File: config.mk
export PLATFORM = sky130hd
export DESIGN_NAME = wbdbgbus_host
export DESIGN_NICKNAME = d
export VERILOG_FILES = /design/src/rtl/wbdbgbus_pkg.sv /design/src/rtl/uart_rx.sv /design/src/rtl/uart_tx.sv /design/src/rtl/wbdbgbus_frame_rx.sv /design/src/rtl/wbdbgbus_host.sv
export SDC_FILE = /design/constraint.sdc
export NUM_CORES = 1
export LEC_CHECK = 0
export CELL_PAD_IN_SITES_DETAIL_PLACEMENT = 1
export CELL_PAD_IN_SITES_GLOBAL_PLACEMENT = 1
export CORE_MARGIN = 2
export CORE_UTILIZATION = 44
export DETAILED_ROUTE_END_ITERATION = 10
export PLACE_DENSITY = 0.88
export SLEW_MARGIN = 0
export SYNTH_ARGS = -nofsm -noshare
export SYNTH_HDL_FRONTEND = slang
export SYNTH_SLANG_ARGS = --single-unit
File: constraint.sdc
create_clock -name i_clk -period 3.1 [get_ports i_clk]
set_input_delay 0.465 -clock i_clk [delete_from_list [all_inputs] [get_ports i_clk]]
set_output_delay 0.465 -clock i_clk [all_outputs]
set_load 0.05 [all_outputs]
File: src/rtl/wbdbgbus_pkg.sv
// Shared constants and types for the UART debug bus.
// Frames are five bytes, most significant byte first.
package wbdbgbus_pkg;

    localparam int FRAME_BYTES = 5;

    localparam logic [3:0] CMD_RESET  = 4'b1111;
    localparam logic [3:0] RESP_INT_1 = 4'b1000;
    localparam logic [3:0] RESP_INT_2 = 4'b1001;
    localparam logic [3:0] RESP_INT_3 = 4'b1010;
    localparam logic [3:0] RESP_INT_4 = 4'b1011;

    typedef logic [39:0] frame_t;

    function automatic logic is_interrupt(input logic [3:0] code);
        return (code >= RESP_INT_1) && (code <= RESP_INT_4);
    endfunction

endpackage

File: src/rtl/uart_rx.sv
// 8N1 UART receiver, no reset; emits a one-cycle o_valid per byte.
// The synchronizer holds the inverted line so power-up zero reads idle.
module uart_rx #(
    parameter int CLKS_PER_BIT = 10
) (
    input  logic       i_clk,
    input  logic       i_rx,
    output logic       o_valid,
    output logic [7:0] o_data
);
    localparam int CW = $clog2(CLKS_PER_BIT * 2) + 1;

    logic [1:0]    sync_n_q;
    logic          rx;
    logic          armed_q, armed_d;
    logic          busy_q, busy_d;
    logic          valid_q, valid_d;
    logic [CW-1:0] cnt_q, cnt_d;
    logic [2:0]    idx_q, idx_d;
    logic [7:0]    data_q, data_d;

    always_comb begin
        rx      = ~sync_n_q[1];
        armed_d = armed_q;
        busy_d  = busy_q;
        valid_d = 1'b0;
        cnt_d   = cnt_q;
        idx_d   = idx_q;
        data_d  = data_q;
        if (!busy_q) begin
            if (rx) begin
                armed_d = 1'b1;
            end else if (armed_q) begin
                busy_d = 1'b1;
                cnt_d  = CW'(CLKS_PER_BIT + CLKS_PER_BIT / 2 - 1);
                idx_d  = '0;
            end
        end else if (cnt_q != '0) begin
            cnt_d = cnt_q - CW'(1);
        end else begin
            data_d = {rx, data_q[7:1]};
            cnt_d  = CW'(CLKS_PER_BIT - 1);
            if (idx_q == 3'd7) begin
                busy_d  = 1'b0;
                armed_d = 1'b0;
                valid_d = 1'b1;
            end else begin
                idx_d = idx_q + 3'd1;
            end
        end
    end

    always_ff @(posedge i_clk) begin
        sync_n_q <= {sync_n_q[0], ~i_rx};
        armed_q  <= armed_d;
        busy_q   <= busy_d;
        valid_q  <= valid_d;
        cnt_q    <= cnt_d;
        idx_q    <= idx_d;
        data_q   <= data_d;
    end

    assign o_valid = valid_q;
    assign o_data  = data_q;

endmodule

File: src/rtl/uart_tx.sv
// 8N1 UART transmitter, no reset; an all-zero power-up state is idle.
// o_ready is high only when no byte is on the line.
module uart_tx #(
    parameter int CLKS_PER_BIT = 10
) (
    input  logic       i_clk,
    input  logic       i_valid,
    input  logic [7:0] i_data,
    output logic       o_ready,
    output logic       o_tx
);
    localparam int CW = $clog2(CLKS_PER_BIT) + 1;

    logic [CW-1:0] baud_q, baud_d;
    logic [3:0]    bits_q, bits_d;
    logic [9:0]    shift_q, shift_d;

    always_comb begin
        baud_d  = baud_q;
        bits_d  = bits_q;
        shift_d = shift_q;
        if (bits_q == 4'd0) begin
            if (i_valid) begin
                shift_d = {1'b1, i_data, 1'b0};
                bits_d  = 4'd10;
                baud_d  = CW'(CLKS_PER_BIT - 1);
            end
        end else if (baud_q == '0) begin
            shift_d = {1'b1, shift_q[9:1]};
            bits_d  = bits_q - 4'd1;
            baud_d  = CW'(CLKS_PER_BIT - 1);
        end else begin
            baud_d = baud_q - CW'(1);
        end
    end

    always_ff @(posedge i_clk) begin
        baud_q  <= baud_d;
        bits_q  <= bits_d;
        shift_q <= shift_d;
    end

    assign o_ready = (bits_q == 4'd0);
    assign o_tx    = (bits_q == 4'd0) | shift_q[0];

endmodule

File: src/rtl/wbdbgbus_frame_rx.sv
// Byte-to-frame assembler: the frame completes in the same cycle as its
// last byte; a partial frame idle for DROP_CLKS clocks is discarded.
module wbdbgbus_frame_rx
    import wbdbgbus_pkg::*;
#(
    parameter int DROP_CLKS = 2500000
) (
    input  logic        i_clk,
    input  logic        i_rst_n,
    input  logic        i_valid,
    input  logic [7:0]  i_data,
    output logic        o_frame_valid,
    output logic [35:0] o_frame,
    output logic        o_partial
);
    localparam int TW = $clog2(DROP_CLKS) + 1;

    logic [2:0]      idx_q, idx_d;
    logic [TW-1:0]   timer_q, timer_d;
    logic [3:0]      b0_q, b0_d;
    logic [2:0][7:0] bn_q, bn_d;

    always_comb begin
        idx_d         = idx_q;
        timer_d       = timer_q;
        b0_d          = b0_q;
        bn_d          = bn_q;
        o_frame_valid = 1'b0;
        if (i_valid) begin
            timer_d = TW'(DROP_CLKS);
            if (idx_q == 3'(FRAME_BYTES - 1)) begin
                idx_d         = '0;
                o_frame_valid = 1'b1;
            end else begin
                if (idx_q == 3'd0) b0_d = i_data[3:0];
                else bn_d[2'(idx_q - 3'd1)] = i_data;
                idx_d = idx_q + 3'd1;
            end
        end else if (idx_q != 3'd0) begin
            if (timer_q <= TW'(1)) idx_d = '0;
            else timer_d = timer_q - TW'(1);
        end
    end

    always_ff @(posedge i_clk) begin
        if (!i_rst_n) begin
            idx_q   <= '0;
            timer_q <= '0;
            b0_q    <= '0;
            bn_q    <= '0;
        end else begin
            idx_q   <= idx_d;
            timer_q <= timer_d;
            b0_q    <= b0_d;
            bn_q    <= bn_d;
        end
    end

    assign o_frame   = {b0_q, bn_q[0], bn_q[1], bn_q[2], i_data};
    assign o_partial = (idx_q != 3'd0);

endmodule

File: src/rtl/wbdbgbus_host.sv
// Host end of the UART debug bus: serializes commands into frames and
// splits received frames into responses and interrupt pulses.
module wbdbgbus_host
    import wbdbgbus_pkg::*;
#(
    parameter int CLK_FREQ  = 25000000,
    parameter int UART_BAUD = 9600,
    parameter int DROP_CLKS = 2500000
) (
    input  logic        i_clk,
    input  logic        i_rst_n,
    output logic        o_tx,
    input  logic        i_rx,
    input  logic        i_cmd_valid,
    output logic        o_cmd_ready,
    input  logic [35:0] i_cmd_data,
    input  logic        i_bus_reset,
    output logic        o_resp_valid,
    input  logic        i_resp_ready,
    output logic [35:0] o_resp_data,
    output logic [3:0]  o_interrupt,
    output logic        o_resp_overflow,
    output logic        o_busy
);
    localparam int CLKS_PER_BIT = CLK_FREQ / UART_BAUD;

    typedef enum logic [1:0] {S_IDLE, S_LOAD, S_SEND} state_t;

    state_t      state_q, state_d;
    logic [2:0]  k_q, k_d;
    frame_t      frame_q, frame_d;
    logic        tx_valid_q, tx_valid_d;
    logic [7:0]  tx_data_q, tx_data_d;
    logic        pend_q, pend_d;
    logic        resp_valid_q, resp_valid_d;
    logic [35:0] resp_data_q, resp_data_d;
    logic [3:0]  int_q, int_d;
    logic        ovf_q, ovf_d;

    logic        tx_ready, tx_free;
    logic        rx_valid, rx_partial, rx_frame_valid;
    logic [7:0]  rx_data;
    logic [35:0] rx_frame;
    logic [3:0]  code;

    uart_tx #(.CLKS_PER_BIT(CLKS_PER_BIT)) u_tx (
        .i_clk   (i_clk),
        .i_valid (tx_valid_q),
        .i_data  (tx_data_q),
        .o_ready (tx_ready),
        .o_tx    (o_tx)
    );

    uart_rx #(.CLKS_PER_BIT(CLKS_PER_BIT)) u_rx (
        .i_clk   (i_clk),
        .i_rx    (i_rx),
        .o_valid (rx_valid),
        .o_data  (rx_data)
    );

    wbdbgbus_frame_rx #(.DROP_CLKS(DROP_CLKS)) u_frame_rx (
        .i_clk         (i_clk),
        .i_rst_n       (i_rst_n),
        .i_valid       (rx_valid),
        .i_data        (rx_data),
        .o_frame_valid (rx_frame_valid),
        .o_frame       (rx_frame),
        .o_partial     (rx_partial)
    );

    // tx_valid_q is checked too: uart_tx only drops ready the cycle after
    always_comb begin
        state_d     = state_q;
        k_d         = k_q;
        frame_d     = frame_q;
        tx_valid_d  = 1'b0;
        tx_data_d   = tx_data_q;
        pend_d      = pend_q | i_bus_reset;
        tx_free     = tx_ready && !tx_valid_q;
        o_cmd_ready = 1'b0;
        unique case (state_q)
            S_IDLE: begin
                if (tx_free) begin
                    if (pend_q) begin
                        frame_d = {4'h0, CMD_RESET, 32'h0};
                        pend_d  = i_bus_reset;
                        state_d = S_LOAD;
                    end else begin
                        o_cmd_ready = i_rst_n;
                        if (i_cmd_valid) begin
                            frame_d = {4'h0, i_cmd_data};
                            state_d = S_LOAD;
                        end
                    end
                end
            end
            S_LOAD: begin
                k_d     = '0;
                state_d = S_SEND;
            end
            S_SEND: begin
                if (tx_free) begin
                    tx_valid_d = 1'b1;
                    tx_data_d  = frame_q[39:32];
                    frame_d    = {frame_q[31:0], 8'h00};
                    if (k_q == 3'(FRAME_BYTES - 1)) state_d = S_IDLE;
                    else k_d = k_q + 3'd1;
                end
            end
            default: state_d = S_IDLE;
        endcase
    end

    always_comb begin
        code         = rx_frame[35:32];
        resp_valid_d = resp_valid_q && !i_resp_ready;
        resp_data_d  = resp_data_q;
        int_d        = '0;
        ovf_d        = ovf_q;
        if (rx_frame_valid) begin
            if (is_interrupt(code)) begin
                int_d[2'(code - RESP_INT_1)] = 1'b1;
            end else if (!resp_valid_q || i_resp_ready) begin
                resp_valid_d = 1'b1;
                resp_data_d  = rx_frame;
            end else begin
                ovf_d = 1'b1;
            end
        end
    end

    always_ff @(posedge i_clk) begin
        if (!i_rst_n) begin
            state_q      <= S_IDLE;
            k_q          <= '0;
            frame_q      <= '0;
            tx_valid_q   <= 1'b0;
            tx_data_q    <= '0;
            pend_q       <= 1'b0;
            resp_valid_q <= 1'b0;
            resp_data_q  <= '0;
            int_q        <= '0;
            ovf_q        <= 1'b0;
        end else begin
            state_q      <= state_d;
            k_q          <= k_d;
            frame_q      <= frame_d;
            tx_valid_q   <= tx_valid_d;
            tx_data_q    <= tx_data_d;
            pend_q       <= pend_d;
            resp_valid_q <= resp_valid_d;
            resp_data_q  <= resp_data_d;
            int_q        <= int_d;
            ovf_q        <= ovf_d;
        end
    end

    assign o_resp_valid    = resp_valid_q;
    assign o_resp_data     = resp_data_q;
    assign o_interrupt     = int_q;
    assign o_resp_overflow = ovf_q;
    assign o_busy          = (state_q != S_IDLE) || rx_partial || pend_q;

endmodule

After elaboration in Yosys (flattened, before gate mapping)
Cells that the tools add are included.

Input port bits: 42. Output and inout bits: 45. Register bits after elaboration: 208.

Eq/ne operators: 16. Multiplexer cells: 66. Order comparisons: 7. Add/sub/neg operators: 9. Bitwise gates (word level): 12. Reduce and logical (&&, ||, !) cells: 45.

Operators by type and width (count): two-way mux 40 bit (4); case mux 40 bit (2 select lines) (1); two-way mux 22 bit (3); two-way mux 14 bit (4); two-way mux 13 bit (3); two-way mux 3 bit (11); two-way mux 10 bit (3); bitwise mux 24 bit (1); <= comparator 23 x 1 -> 1 bit (second input constant) (1); two-way mux 1 bit (23); subtractor 23 x 1 -> 23 bit (second input constant) (1); AND reduction 3 bit (7); inequality test 2 bit (second input constant) (10); demux 8 bit (select 2 bit) (1); AND reduction 2 bit (8); nonzero test 2 bit (8); nonzero test 14 bit (1); subtractor 14 x 1 -> 14 bit (second input constant) (1); logical NOT 13 bit (1); subtractor 13 x 1 -> 13 bit (second input constant) (1); two-way mux 4 bit (3); AND reduction 4 bit (3); two-way mux 2 bit (5); NOT 1 bit (10); other kinds (24) (41).

Logic depth before layout (Yosys ltp)
Depth in word-level cells: 6. Gate-level depth with buffers: 10. Depth with buffers taken out: 8.

Cells and area by module
A second synthesis with hierarchy kept.

Cell total of the unflattened synthesis: 979. Area total of the unflattened synthesis: 9131.3 um2.

By module, submodules not included: wbdbgbus_host (area an instance 4028.9 um2, times used 1, cells each 468, sequential area each 1941.9 um2); wbdbgbus_frame_rx (area an instance 2429.8 um2, times used 1, cells each 291, sequential area each 1081.0 um2); uart_rx (area an instance 1338.8 um2, times used 1, cells each 104, sequential area each 860.8 um2); uart_tx (area an instance 1333.8 um2, times used 1, cells each 116, sequential area each 780.7 um2).

Least setup slack after synthesis
OpenSTA, ideal clock, no wires.

Path kind: flip-flop to flip-flop. Start: reg u_rx.cnt_q[6]. End: reg u_rx.data_q[0] (netlist: u_rx.o_data[0]) (enable). Stages on the path, launching flop included: 5. Library setup time: 0.395 ns. Data arrival time: 2.348 ns. Setup slack: 0.358 ns. Cells stage by stage: edfxtp_1 or3_1 clkbuf_1 or4_1 nor4_1.

Cells in the longest elaborated chain, start to end: 3.

RTL lines: start: declaration (line uart_rx.sv:18) `logic [CW-1:0] cnt_q, cnt_d;`; start signal: assignment (line uart_rx.sv:58) `cnt_q <= cnt_d;`; nonzero test 14 bit (line uart_rx.sv:38) `end else if (cnt_q != '0) begin`; NOT 1 bit (no line); AND reduction 2 bit (no line); end signal: assignment (line uart_rx.sv:60) `data_q <= data_d;`; end: declaration (line uart_rx.sv:20) `logic [7:0] data_q, data_d;`.

Every way passes these cells. A chain may end at the register's enable or synchronous reset.

Worst setup path in the final report
Start: reg u_tx.bits_q[0]. End: out o_cmd_ready.

Cells in the longest elaborated chain, start to end: 4.

RTL lines: start: declaration (line uart_tx.sv:15) `logic [3:0] bits_q, bits_d;`; start signal: assignment (line uart_tx.sv:39) `bits_q <= bits_d;`; logical NOT 4 bit (line uart_tx.sv:43) `assign o_ready = (bits_q == 4'd0);`; logical AND 1 bit (line wbdbgbus_host.sv:79) `tx_free = tx_ready && !tx_valid_q;`; two-way mux 1 bit (line wbdbgbus_host.sv:83) `if (tx_free) begin`; two-way mux 1 bit (line wbdbgbus_host.sv:81) `unique case (state_q)`; end: declaration (line wbdbgbus_host.sv:15) `output logic o_cmd_ready,`.

Every way passes these cells.

==> run summary <==
Site row count -> 51
Most frequently used flop master after synthesis -> sky130_fd_sc_hd__dfxtp_1
Headroom to the max-slew limit -> 0.3895
Total global-route track usage -> 0.2147
Worst Reg-to-Reg Cells -> 5
Std-Cell Core Area -> 19530 sq um
Die span in x -> 145.2 um
Clk_skew -> 0.02076 ns
Remaining design rule violation count -> 0
CTS Root Buffer Type -> sky130_fd_sc_hd__clkbuf_16
Floorplan die height -> 145.2 um
Routed vias -> 7285
Startpoint Class -> register
Classification of the worst setup path -> reg -> out
Data arrival time of the critical path -> 2.48 ns
# Post-CTS Setup Buffers -> 0
Final-report setup violation count -> 0
Total global routing overflow -> 0
Initial detailed-routing violation count -> 364
Reg2Reg Setup Slack -> 0.47 ns
Cell types with the largest area share after synthesis -> sky130_fd_sc_hd__dfxtp_1 35%, sky130_fd_sc_hd__edfxtp_1 18%, sky130_fd_sc_hd__nand2_1 7.8%, sky130_fd_sc_hd__a21oi_1 5.9%, sky130_fd_sc_hd__nor2_1 3.7%
Number of nets at the end of the flow -> 1104
Effective utilization at floorplan -> 0.4490
Worst-Skew Late Latency -> 0.53 ns
Vias in the first global route -> 7662
Total inserted antenna cells -> 0
Final weighted congestion in routability-driven placement -> 0.7973
Total leakage power -> 3.713 nW
Post-DP Area -> 9933 sq um
Post-route cell area -> 10790 sq um
Clk pin slew, worst setup/hold paths -> 0.06 ns
Shortest clock period the worst path allows after layout -> 2.945 ns
Pin count of the biggest net entering global routing -> 74
Slew Limit Fails -> 0
Transition time at the pin with the least slew margin -> 0.9114 ns
DRT antenna net count -> 0
CTS H-tree depth -> 1
Number of enable-type register cells in the synthesized netlist -> 52
Sequential fraction of the synthesis area -> 0.5320
Net count after synthesis -> 1029
Post-Route Setup TNS -> 0 ns
Clk sinks -> 207
Critical Path Source -> u_tx.bits_q[0]$_SDFFCE_PP0P_
Count of final hold-check violations -> 0
Cell count after synthesis -> 972
Area fraction of the dominant cell type after synthesis -> 0.3539
Port bufs -> 86
First-pass GRT wire length -> 38470 um
Synth cell types -> 59
PwrDens -> 566.9 nW/um^2
Die Footprint -> 21070 sq um
Number of clock buffers inserted by TritonCTS -> 23
Fillers -> 2204
FF+latch count, synth -> 207
Max VDD drop -> 0.4991 mV
Synth Area per Inst -> 9.020 sq um
Unrepaired setup endpoints after global routing -> false
Most frequent cell after synthesis -> sky130_fd_sc_hd__nand2_1
Clock tree from TritonCTS -> done
Result of the run -> finished, final reports clean
Share of final-layout standard cells stronger than drive strength 1 -> 0.07989
Fin crit share -> 0.9499
Sum of net half-perimeters after detailed placement -> 14380 um
Highest fanout seen on the critical path -> 6
Mean number of vias per cell -> 5.482
Number of buffers between clock root and the deepest sink -> 3
Crit path required time -> 2.63 ns
Detailed-router iteration count before antenna repair -> 4
Detailed-route wire length -> 22720 um
Worst setup EP type -> output port
Area growth from synthesis to layout -> 23.05%
Leading cell types by count after synthesis -> 183 x sky130_fd_sc_hd__nand2_1, 155 x sky130_fd_sc_hd__dfxtp_1, 103 x sky130_fd_sc_hd__a21oi_1
Critical path capture point -> o_cmd_ready
Timing-limited maximum frequency -> 339.6 MHz
Per-cell routed wire length -> 17.10 um
Synthesis Warnings -> 0
Top cell type by total area after synthesis -> sky130_fd_sc_hd__dfxtp_1
Worst min-delay path class -> reg -> reg
Critical register-to-register path startpoint -> u_frame_rx.timer_q[5]$_SDFFE_PN0P_
FFs w/ async S/R, synth -> 0
Number of ports placed on the die boundary -> 87
Combined area of all synthesized cells -> 8767 sq um
Maximum Capacitance Violations -> 0
Initial antenna violation count -> 0
Capture point of the worst reg-to-reg path -> u_frame_rx.timer_q[19]$_SDFFE_PP0P_
==> placed cells by master (no fill, tap or decap), types with 9 or more instances in the layout <==
cell and instances:
sky130_fd_sc_hd__or4_1 9, sky130_fd_sc_hd__inv_1 18, sky130_fd_sc_hd__edfxtp_1 52, sky130_fd_sc_hd__nand3_1 50
sky130_fd_sc_hd__nor3b_1 28, sky130_fd_sc_hd__nor3_1 37, sky130_fd_sc_hd__clkbuf_16 24, sky130_fd_sc_hd__xnor2_1 20
sky130_fd_sc_hd__buf_4 19, sky130_fd_sc_hd__ha_1 15, sky130_fd_sc_hd__a211oi_1 27, sky130_fd_sc_hd__dfxtp_1 155
sky130_fd_sc_hd__nand2b_1 9, sky130_fd_sc_hd__nor2_1 85, sky130_fd_sc_hd__clkdlybuf4s50_1 83, sky130_fd_sc_hd__nand2_1 183
sky130_fd_sc_hd__or3_1 14, sky130_fd_sc_hd__a21oi_1 103, sky130_fd_sc_hd__o21ai_0 10
==> area by class of cell <==
| cell class | instances | area, sq um | area share |
|---|---|---|---|
| clock buffers | 31 | 660.6 | 0.06124 |
| clock inverters | 11 | 183.9 | 0.01705 |
| inverters | 21 | 80.08 | 0.007423 |
| multi-input cells | 686 | 3789 | 0.3512 |
| flip-flops and latches | 207 | 4664 | 0.4324 |
| well taps | 265 | 331.6 | 0.03074 |
| repair buffers | 108 | 1079 | 0.09998 |
==> worst min path at each step <==
stage | start | to | slack, ns | cells after the start
3_5_place_dp | u_rx.sync_n_q[0]$_DFF_P_ | u_rx.sync_n_q[1]$_DFF_P_ | 0.32 | 0
4_1_cts | u_rx.sync_n_q[0]$_DFF_P_ | u_rx.sync_n_q[1]$_DFF_P_ | 0.35 | 0
6_report | u_rx.sync_n_q[0]$_DFF_P_ | u_rx.sync_n_q[1]$_DFF_P_ | 0.34 | 0
2_1_floorplan | u_rx.sync_n_q[0]$_DFF_P_ | u_rx.sync_n_q[1]$_DFF_P_ | 0.31 | 0
3_3_place_gp | u_rx.sync_n_q[0]$_DFF_P_ | u_rx.sync_n_q[1]$_DFF_P_ | 0.32 | 0
5_1_grt | u_rx.sync_n_q[0]$_DFF_P_ | u_rx.sync_n_q[1]$_DFF_P_ | 0.36 | 0
==> flip-flops by register name, summed over array words and instances, names as in the netlist, 8 cells and up <==
| name | cells |
|---|---|
| o_resp_data | 36 |
| tx_data_q | 8 |
| u_frame_rx.o_frame | 24 |
| u_rx.cnt_q | 14 |
| u_tx.baud_q | 13 |
| u_frame_rx.timer_q | 23 |
| frame_q | 40 |
| u_rx.o_data | 8 |
| u_tx.shift_q | 9 |
==> metrics by stage <==
stage,instances,util,power [mW],setup slack (ns),hold WS (ns)
floorplan,972,-,3.057,0.3576,0.3096
global placement,1287,0.5087,3.151,0.6340,0.3172
detailed placement,1287,0.5087,3.163,0.5402,0.3171
CTS,1329,0.5520,6.160,0.02402,0.3489
global route,1329,0.5525,6.302,0.01948,0.3576
finish,1329,0.5525,6.116,0.1554,0.3426
==> cells by family (layout without fill, tap and decap cells) <==
group | after synthesis | count (layout) | share of synthesized area
AO/OA/AOI/OAI | 182 | 182 | 0.1266
adder cells (fa/ha/maj) | 15 | 15 | 0.02141
XOR/XNOR | 27 | 27 | 0.02697
buffers and inverters | 79 | 171 | 0.03810
AND/OR/NAND/NOR | 461 | 461 | 0.2537
flip-flops | 207 | 207 | 0.5320
multiplexers | 1 | 1 | 0.001142
==> where the power goes <==
part	internal, mW	switching (mW)	leakage, nW	total, mW
Clock	1.85	1.16	0.414	3.01
Combinational	0.116	0.117	1.56	0.233
Sequential	2.82	0.0493	1.74	2.87
Total	4.79	1.32	3.71	6.12
==> metal layers <==
| metal | wire [um] | up-vias | GRT usage |
|---|---|---|---|
| li1 | - | 3553 | - |
| met1 | 10070 | 3553 | 0.2743 |
| met2 | 11330 | 130 | 0.3769 |
| met3 | 774 | 49 | 0.03145 |
| met4 | 553 | 0 | 0.06471 |
| met5 | 0 | - | 0 |
==> critical path: stages, from the launching register on <==
cell,delay (ns)
sky130_fd_sc_hd__edfxtp_1,0.41
sky130_fd_sc_hd__inv_1,0.10
sky130_fd_sc_hd__ha_1,0.22
sky130_fd_sc_hd__or3b_4,0.42
sky130_fd_sc_hd__nor2_2,0.15
sky130_fd_sc_hd__buf_4,0.18
sky130_fd_sc_hd__nand3_1,0.15
sky130_fd_sc_hd__nor2_2,0.17
sky130_fd_sc_hd__buf_12,0.15
==> repair_timing <==
item / in CTS / in global routing
gates resized for setup: 0 / 4
setup endpoints to repair: 0 / 3
hold buffers: 0 / 0
hold endpoints to repair: 0 / 0
Power figures use the tool's default switching activity.
